--- src/rtl/islem_denetleyici.sv ---
// Operation sequencer: takes one request, starts the selected arithmetic unit,
// waits for its done pulse (or a timeout) and hands the result to the consumer.
module islem_denetleyici #(
    parameter int ISLEM_SAYISI = 4,
    parameter int ZAMAN_ASIMI  = 64
) (
    input  logic                      clk,
    input  logic                      rst,
    input  logic                      istek_gecerli,
    output logic                      istek_hazir,
    input  logic [2:0]                islem_kodu,
    input  logic [31:0]               sayi1,
    input  logic [31:0]               sayi2,
    output logic [ISLEM_SAYISI-1:0]   birim_basla,
    output logic [31:0]               birim_sayi1,
    output logic [31:0]               birim_sayi2,
    input  logic [ISLEM_SAYISI-1:0]   birim_bitti,
    input  logic [64*ISLEM_SAYISI-1:0] birim_sonuc,
    input  logic [ISLEM_SAYISI-1:0]   birim_tasma,
    output logic [63:0]               sonuc,
    output logic                      sonuc_gecerli,
    input  logic                      sonuc_hazir,
    output logic                      tasma,
    output logic                      hata,
    output logic                      mesgul,
    output logic [15:0]               islem_sayaci
);

    localparam int SW = $clog2(ZAMAN_ASIMI + 1);

    typedef enum logic [1:0] {BOS, BASLAT, BEKLE, TESLIM} durum_t;

    durum_t            durum_q, durum_d;
    logic [2:0]        kod_q, kod_d;
    logic [31:0]       s1_q, s1_d;
    logic [31:0]       s2_q, s2_d;
    logic [63:0]       sonuc_q, sonuc_d;
    logic              tasma_q, tasma_d;
    logic              hata_q, hata_d;
    logic [SW-1:0]     sayac_q, sayac_d;
    logic [15:0]       islem_sayaci_q, islem_sayaci_d;

    logic              sec_bitti;
    logic              sec_tasma;
    logic [63:0]       sec_sonuc;
    logic [ISLEM_SAYISI-1:0] basla_kod;
    logic              kod_gecerli;

    // Only the latched unit's done/result/overflow lines are ever looked at.
    always_comb begin
        sec_bitti = 1'b0;
        sec_tasma = 1'b0;
        sec_sonuc = '0;
        basla_kod = '0;
        for (int k = 0; k < ISLEM_SAYISI; k++) begin
            if (kod_q == 3'(k)) begin
                sec_bitti    = birim_bitti[k];
                sec_tasma    = birim_tasma[k];
                sec_sonuc    = birim_sonuc[64*k +: 64];
                basla_kod[k] = 1'b1;
            end
        end
    end

    assign kod_gecerli = {1'b0, islem_kodu} < 4'(ISLEM_SAYISI);

    always_comb begin
        durum_d        = durum_q;
        kod_d          = kod_q;
        s1_d           = s1_q;
        s2_d           = s2_q;
        sonuc_d        = sonuc_q;
        tasma_d        = tasma_q;
        hata_d         = hata_q;
        sayac_d        = sayac_q;
        islem_sayaci_d = islem_sayaci_q;
        unique case (durum_q)
            BOS: begin
                if (istek_gecerli) begin
                    kod_d = islem_kodu;
                    s1_d  = sayi1;
                    s2_d  = sayi2;
                    if (kod_gecerli) begin
                        durum_d = BASLAT;
                    end else begin
                        sonuc_d = '0;
                        tasma_d = 1'b0;
                        hata_d  = 1'b1;
                        durum_d = TESLIM;
                    end
                end
            end
            BASLAT: begin
                sayac_d = '0;
                durum_d = BEKLE;
            end
            BEKLE: begin
                // A done pulse on the last allowed cycle still beats the timeout.
                if (sec_bitti) begin
                    sonuc_d = sec_sonuc;
                    tasma_d = sec_tasma;
                    hata_d  = 1'b0;
                    durum_d = TESLIM;
                end else if (sayac_q == SW'(ZAMAN_ASIMI - 1)) begin
                    sonuc_d = '0;
                    tasma_d = 1'b0;
                    hata_d  = 1'b1;
                    durum_d = TESLIM;
                end else begin
                    sayac_d = sayac_q + SW'(1);
                end
            end
            TESLIM: begin
                if (sonuc_hazir) begin
                    islem_sayaci_d = islem_sayaci_q + 16'd1;
                    durum_d        = BOS;
                end
            end
            default: durum_d = BOS;
        endcase
    end

    always_ff @(posedge clk) begin
        if (rst) begin
            durum_q        <= BOS;
            kod_q          <= '0;
            s1_q           <= '0;
            s2_q           <= '0;
            sonuc_q        <= '0;
            tasma_q        <= 1'b0;
            hata_q         <= 1'b0;
            sayac_q        <= '0;
            islem_sayaci_q <= '0;
        end else begin
            durum_q        <= durum_d;
            kod_q          <= kod_d;
            s1_q           <= s1_d;
            s2_q           <= s2_d;
            sonuc_q        <= sonuc_d;
            tasma_q        <= tasma_d;
            hata_q         <= hata_d;
            sayac_q        <= sayac_d;
            islem_sayaci_q <= islem_sayaci_d;
        end
    end

    assign istek_hazir   = !rst && (durum_q == BOS);
    assign birim_basla   = (!rst && durum_q == BASLAT) ? basla_kod : '0;
    assign birim_sayi1   = s1_q;
    assign birim_sayi2   = s2_q;
    assign sonuc         = sonuc_q;
    assign sonuc_gecerli = (durum_q == TESLIM);
    assign tasma         = tasma_q;
    assign hata          = hata_q;
    assign mesgul        = (durum_q != BOS);
    assign islem_sayaci  = islem_sayaci_q;

endmodule

--- config.mk ---
export PLATFORM = sky130hd
export DESIGN_NAME = islem_denetleyici
export DESIGN_NICKNAME = d
export VERILOG_FILES = /design/src/rtl/islem_denetleyici.sv
export SDC_FILE = /design/constraint.sdc
export NUM_CORES = 1
export LEC_CHECK = 0
export CORE_AREA = 2 2 189 191
export DETAILED_ROUTE_END_ITERATION = 8
export DIE_AREA = 0 0 191 193
export GPL_TIMING_DRIVEN = 0
export PLACE_DENSITY = 0.63
export SLEW_MARGIN = 20
export SYNTH_ARGS = -nofsm -noshare
export SYNTH_HDL_FRONTEND = slang
export SYNTH_SLANG_ARGS = --single-unit
--- constraint.sdc ---
create_clock -name clk -period 4.4 [get_ports clk]
set_clock_uncertainty 0.15 [all_clocks]
set_input_delay 0.66 -clock clk [delete_from_list [all_inputs] [get_ports clk]]
set_output_delay 0.66 -clock clk [all_outputs]
set_load 0.05 [all_outputs]
==> results of run 1 <==
==> layout by cell type (no fill, tap or decap), types with 4 or more instances in the layout <==
master	netlist	layout
nor2_1	18	18
clkbuf_16	0	17
o2bb2ai_1	88	88
xor2_1	6	6
inv_1	7	7
clkbuf_1	34	34
dfxtp_1	158	158
a21oi_1	77	77
or4_1	7	7
mux2i_1	46	46
and3_1	5	5
nand2_1	144	144
buf_2	17	18
o31ai_1	6	6
mux4_2	21	21
nand3_1	8	8
buf_1	11	10
clkdlybuf4s50_1	0	487
diode_2	0	5
a22o_1	21	21
nand4_1	8	8
a22oi_1	44	44
buf_4	6	6
clkinv_4	0	5
nand2b_1	4	4
o21ai_0	5	5
ha_1	6	6
==> area by class of cell <==
class                           count  area, µm²  share of cell area, %
Clock inverter                     14        113                  0.837
Multi-Input combinational cell    553       3940                   29.3
Antenna cell                        5       12.5                 0.0930
Buffer                             70        324                   2.41
Inverter                            7       26.3                  0.195
Sequential cell                   158       3160                   23.5
Clock buffer                       18        429                   3.19
Tap cell                          461        577                   4.29
Timing Repair Buffer              487       4870                   36.2
==> final timing paths <==
path                                  endpoint  slack [ns]  cells past startpoint
worst max-delay path            birim_basla[2]        0.29                      5
worst min-delay path                sayac_q[6]        0.28                      2
worst max register to register           tasma        1.77                      5
worst min register to register      sayac_q[6]        0.28                      2
==> synth_stat cells, types with 2 or more instances <==
| cell | n |
|---|---|
| o21ai_0 | 5 |
| nor2b_1 | 3 |
| buf_6 | 2 |
| ha_1 | 6 |
| mux2i_1 | 46 |
| a211oi_1 | 2 |
| or4_1 | 7 |
| nand3_1 | 8 |
| and2_1 | 3 |
| mux4_2 | 21 |
| nand4_1 | 8 |
| o2bb2ai_1 | 88 |
| nor4_1 | 2 |
| a21oi_1 | 77 |
| nor3_1 | 3 |
| dfxtp_1 | 158 |
| o31ai_1 | 6 |
| buf_1 | 11 |
| nor2_1 | 18 |
| a22oi_1 | 44 |
| o21ai_1 | 2 |
| xnor2_1 | 3 |
| a221oi_1 | 2 |
| mux2_2 | 2 |
| xor2_1 | 6 |
| o21ai_2 | 2 |
| or3_1 | 2 |
| buf_2 | 17 |
| a22o_1 | 21 |
| nand2b_1 | 4 |
| buf_4 | 6 |
| inv_1 | 7 |
| and3_1 | 5 |
| clkbuf_1 | 34 |
| nand2_1 | 144 |
==> kinds of logic after synthesis <==
logic type / synth area share, %
multiplexers: 13.0
XOR/XNOR: 1.06
flip-flops: 42.4
adder cells (fa/ha/maj): 1.01
AO/OA/AOI/OAI: 25.2
buffers and inverters: 4.67
AND/OR/NAND/NOR: 12.6
==> timing repair <==
item,in CTS,in global routing
cloned,0,0
hold buffers,0,0
gates resized for setup,1,2
hold endpoints to repair,0,0
setup endpoints to repair,1,1
==> power by group through the flow <==
stage,clock network (µW),logic (µW),registers [µW]
4_1_cts,1460,2480,1690
2_1_floorplan,0,957,2200
3_3_place_gp,0,2460,1710
5_1_grt,1520,2630,1710
3_5_place_dp,0,2470,1720
6_report,1420,2470,1690
==> sequential cells by signal, summed over array words and instances, names as in the netlist, 2 cells and up <==
signal / cells
sonuc: 64
birim_sayi1: 32
birim_sayi2: 32
islem_sayaci: 16
sayac_q: 7
kod_q: 3
durum_q: 2
==> metrics by stage <==
step	std cells	setup TNS, ns	setup slack, ns	hold slack, ns	util (%)
final	1773	0	0.288	0.283	38.5
after global routing	1772	0	0.136	0.324	38.5
after CTS	1768	0	0.114	0.289	38.5
after detailed placement	1736	-0.145	-0.145	0.279	36.9
after global placement	1736	-0.233	-0.233	0.272	36.9
after floorplan	788	0	1.35	0.260	-
==> worst max-delay path, cell delays in order (launching register included) <==
cell	delay, ns
dfxtp_1	0.30
buf_2	0.31
buf_2	0.43
buf_1	0.64
nor3b_1	0.33
clkdlybuf4s50_1	0.86
==> layer usage <==
layer | wire [µm] | share of wire [%] | vias up
li1 | - | - | 3949
met1 | 14600 | 39 | 3880
met2 | 18300 | 49 | 392
met3 | 3630 | 9.6 | 50
met4 | 1120 | 3.0 | 4
met5 | 26 | 0.069 | -
==> flow_metrics.tcl, run 1 <==
set metrics [dict create \
    run_status "finished clean" \
    p_comb_share_pct 44.3 \
    drtAntennaViolNets 0 \
    clock_path_buffers 2 \
    post_drt_via_cell_ratio 4.67 \
    dieArea_mm2 0.0369 \
    total_switching_power_uw 2310 \
    postCtsSetupBuffers 0 \
    crit_path_max_fanout 10 \
    routed-via-count 8275 \
    worstHoldStart "sayac_q[6]" \
    yosys_warnings 0 \
    ctsRootBufferMaster "clkbuf_16" \
    groute.layer.met3.usage_pct 6.82 \
    crit_path_start_kind "flop" \
    internal_power_uw 3270 \
    cts-buffers-inserted 17 \
    cell_taking_the_most_area_after_synthesis "dfxtp_1" \
    grt_pass1_wl_um 52000 \
    synthesis.nets 1129 \
    netlist_area_mm2 0.00745 \
    cts.htree.levels 4 \
    std_cell_rows 69 \
    synth_enable_flop_cells 0 \
    die-height_um 193 \
    worstSetupStartpoint "kod_q[1]" \
    clock_sink_count 158 \
    met2_usage_pct 32.7 \
    place.port_buffers 487 \
    post-dp-hpwl_um 30200 \
    drc_errors 0 \
    path_clk_slew_ns 0.07 \
    post-layout-total-power_uw 5580 \
    synthesis.area_per_instance_um2 9.46 \
    detail_route.wirelength_um 37700 \
    worst_slew_margin_rel_pct 32.9 \
    gpl.final_weighted_congestion 0.888 \
    yosys-top-cells-area "dfxtp_1, o2bb2ai_1, nand2_1" \
    detailed_place.area_mm2 0.0129 \
    final_area_mm2 0.0135 \
    yosys_register_bits 158 \
    critical_path_class "reg2out" \
    tightest_slew_ns 1.01 \
    layout-drive-gt1-share_pct 6.73 \
    synthArstFlopShare_pct 0 \
    period_share_pct 93.4 \
    grt_pass1_vias 8348 \
    achievable-frequency_mhz 243 \
    post_drt_wl_per_cell_um 21.3 \
    end_kind "output pin" \
    die_boundary_width_um 191 \
    tritoncts_clock_tree "yes" \
    reg2reg_from "kod_q[1]" \
    slew_viol_final 0 \
    clk-insertion-delay-late_ns 0.44 \
    grt_use_total_pct 19.2 \
    pwr_density_cell_mw_per_mm2 414 \
    area_growth_syn_to_layout_pct 80.6 \
    drt_pre_antenna_iters 5 \
    yosysUniqueCellTypes 48 \
    groute.layer.met1.usage_pct 21.7 \
    layout_min_cycle_time_ns 4.11 \
    vdd_ir_drop_max_uv 235 \
    p_leak_uw 0.00458 \
    power.sequential.fraction_pct 30.2 \
    syn_inst 788 \
    hold_path.class "reg2reg" \
    p_sw_share_pct 41.4 \
    globalRoute.totalOverflow 0 \
    grt_setup_unrepaired "no" \
    grt_busiest_layer "met2" \
    worst_ep_required_time_ns 3.59 \
    fillers 3583 \
    io_pins 488 \
    hold_viol 0 \
    power.share.clock_pct 25.5 \
    drc_violation_total_after_the_first_tritonroute_iteration 387 \
    pin_count_of_the_biggest_net_entering_global_routing 17 \
    setup_viol_count_final 0 \
    grt_antenna_before_repair 6 \
    nNetsFinal 1635 \
    initial_utilization_pct 21.3 \
    synth-seq-area-share_pct 42.4 \
    dominantRegCellSynth "dfxtp_1" \
    core_region_area_mm2 0.0350 \
    proportion_of_netlist_area_held_by_the_largest_area_contributor_pct 42.4 \
    worst_ep_arrival_time_ns 3.30 \
    maxCapViolCount 0 \
]
No activity file was read; power rests on OpenSTA's default activity.
==> inputs of run 2 (changes only) <==
Settings changed: CORE_AREA 2 2 189 191 to 5 5 187 189, DIE_AREA 0 0 191 193 to 0 0 192 194, PLACE_DENSITY 0.63 to 0.66.
==> flow_metrics.tcl, run 2 (same netlist as run 1, synthesis figures left out) <==
set metrics [dict create \
    clock_sink_count 158 \
    grt_use_total_pct 19.1 \
    globalRoute.totalOverflow 0 \
    layout.cells.most_common "clkdlybuf4s50_1" \
    post_cts_hold_buffer_count 0 \
    stdcell_count 1759 \
    ctsRootBufferMaster "clkbuf_16" \
    die_boundary_width_um 192 \
    drt_pre_antenna_iters 5 \
    number_of_flip_flops_in_the_largest_register 64 \
    place.port_buffers 487 \
    worst_ep_arrival_time_ns 3.20 \
    core_region_area_mm2 0.0331 \
    tritoncts_clock_tree "yes" \
    drc_errors 0 \
    drtAntennaViolNets 0 \
    postCtsSetupBuffers 0 \
    post-dp-hpwl_um 31000 \
    critical_path_class "reg2out" \
    hold_viol 0 \
    std_cell_rows 67 \
    slew_viol_final 0 \
    maxCapViolCount 0 \
    drc_violation_total_after_the_first_tritonroute_iteration 415 \
    initial_utilization_pct 22.5 \
    crit_path_start_kind "flop" \
    nNetsFinal 1635 \
    hold_path.class "reg2reg" \
    achievable-frequency_mhz 249 \
    io_pins 488 \
    grt_setup_unrepaired "no" \
    detail_route.wirelength_um 38000 \
    layout_common_cells "clkdlybuf4s50_1, dfxtp_1, nand2_1" \
    vdd_ir_drop_max_uv 263 \
    pin_count_of_the_biggest_net_entering_global_routing 17 \
    area_growth_syn_to_layout_pct 80.5 \
    dieArea_mm2 0.0372 \
    period_share_pct 91.1 \
    crit_path_max_fanout 10 \
    grt_antenna_before_repair 6 \
    layout-drive-gt1-share_pct 6.73 \
    worst_ep_required_time_ns 3.59 \
    tightest_slew_ns 0.784 \
    setup-tns-final_ns 0 \
    cts.htree.levels 4 \
    clk-insertion-delay-late_ns 0.42 \
    layout_min_cycle_time_ns 4.01 \
    run_status "finished clean" \
    cts-buffers-inserted 17 \
    routed-via-count 8302 \
    path_clk_slew_ns 0.07 \
    worst_slew_margin_rel_pct 47.5 \
    gpl.final_weighted_congestion 0.867 \
    grt_pass1_wl_um 53600 \
    post_drt_wl_per_cell_um 21.6 \
    pwr_density_cell_mw_per_mm2 414 \
    p_leak_uw 0.00458 \
    setup_viol_count_final 0 \
    post-place-cells 1723 \
    grt_pass1_vias 8454 \
    post_drt_via_cell_ratio 4.72 \
    end_kind "output pin" \
    clock_path_buffers 2 \
    die-height_um 194 \
]
run 2: cell count changes in the layout (fill, tap and decap cells not counted):
cell,change
buf_1,-1
diode_2,-1
clkbuf_1,+1
clkinv_4,-4
clkinv_2,-2
clkbuf_8,+1
inv_6,+4
buf_2,+1
run 2: critical path: stages, from the launching register on:
cell and delay (ns):
dfxtp_1 0.30, buf_2 0.34, buf_2 0.36, buf_1 0.61, nor3b_1 0.28, clkdlybuf4s50_1 0.86
run 2: final cells by class:
cell class | count | area [µm²]
fillers | 3264 | 19700
inverters | 7 | 26.3
flip-flops and latches | 158 | 3160
repair buffers | 487 | 4870
plain buffers | 70 | 325
clock buffers | 20 | 447
multi-input cells | 553 | 3940
diodes | 4 | 10.0
clock inverters | 12 | 103
well taps | 448 | 561
run 2: what timing repair did:
action / in CTS / in global routing
resized for setup: 1 / 2
setup endpoints to repair: 1 / 1
endpoints found under the hold margin: 0 / 0
run 2: through the flow:
stage	utilization, %	hold WS [ns]	setup slack, ns	instance area, µm²	power (µW)
floorplan	-	0.260	1.35	7450	3160
global placement	38.9	0.273	-0.122	12900	4160
detailed placement	38.9	0.280	-0.157	12900	4180
CTS	40.6	0.289	0.0714	13400	5630
global route	40.6	0.315	0.131	13500	5850
finish	40.6	0.286	0.391	13500	5570
run 2: where the power goes:
part / switching [µW] / internal [µW]
clock: 675 / 755
sequential: 98.8 / 1590
combinational: 1510 / 944
total: 2280 / 3290
run 2: final timing paths:
check	to	depth (start not counted)	start	slack [ns]
worst max-delay path	birim_basla[2]	5	kod_q[1]	0.39
worst min-delay path	sayac_q[6]	2	sayac_q[6]	0.29
worst max register to register	sonuc[19]	6	kod_q[1]	1.76
worst min register to register	sayac_q[6]	2	sayac_q[6]	0.29
run 2: per-layer routing:
layer  routed length (µm)  share of wire [%]  track usage (%)  vias to the layer above
met5                   20              0.053                0                        -
met4                  920                2.4             6.58                        4
met3                 3690                9.7             6.45                       42
met2                18600                 49             33.0                      388
met1                14800                 39             22.0                     3915
li1                     -                  -                -                     3953
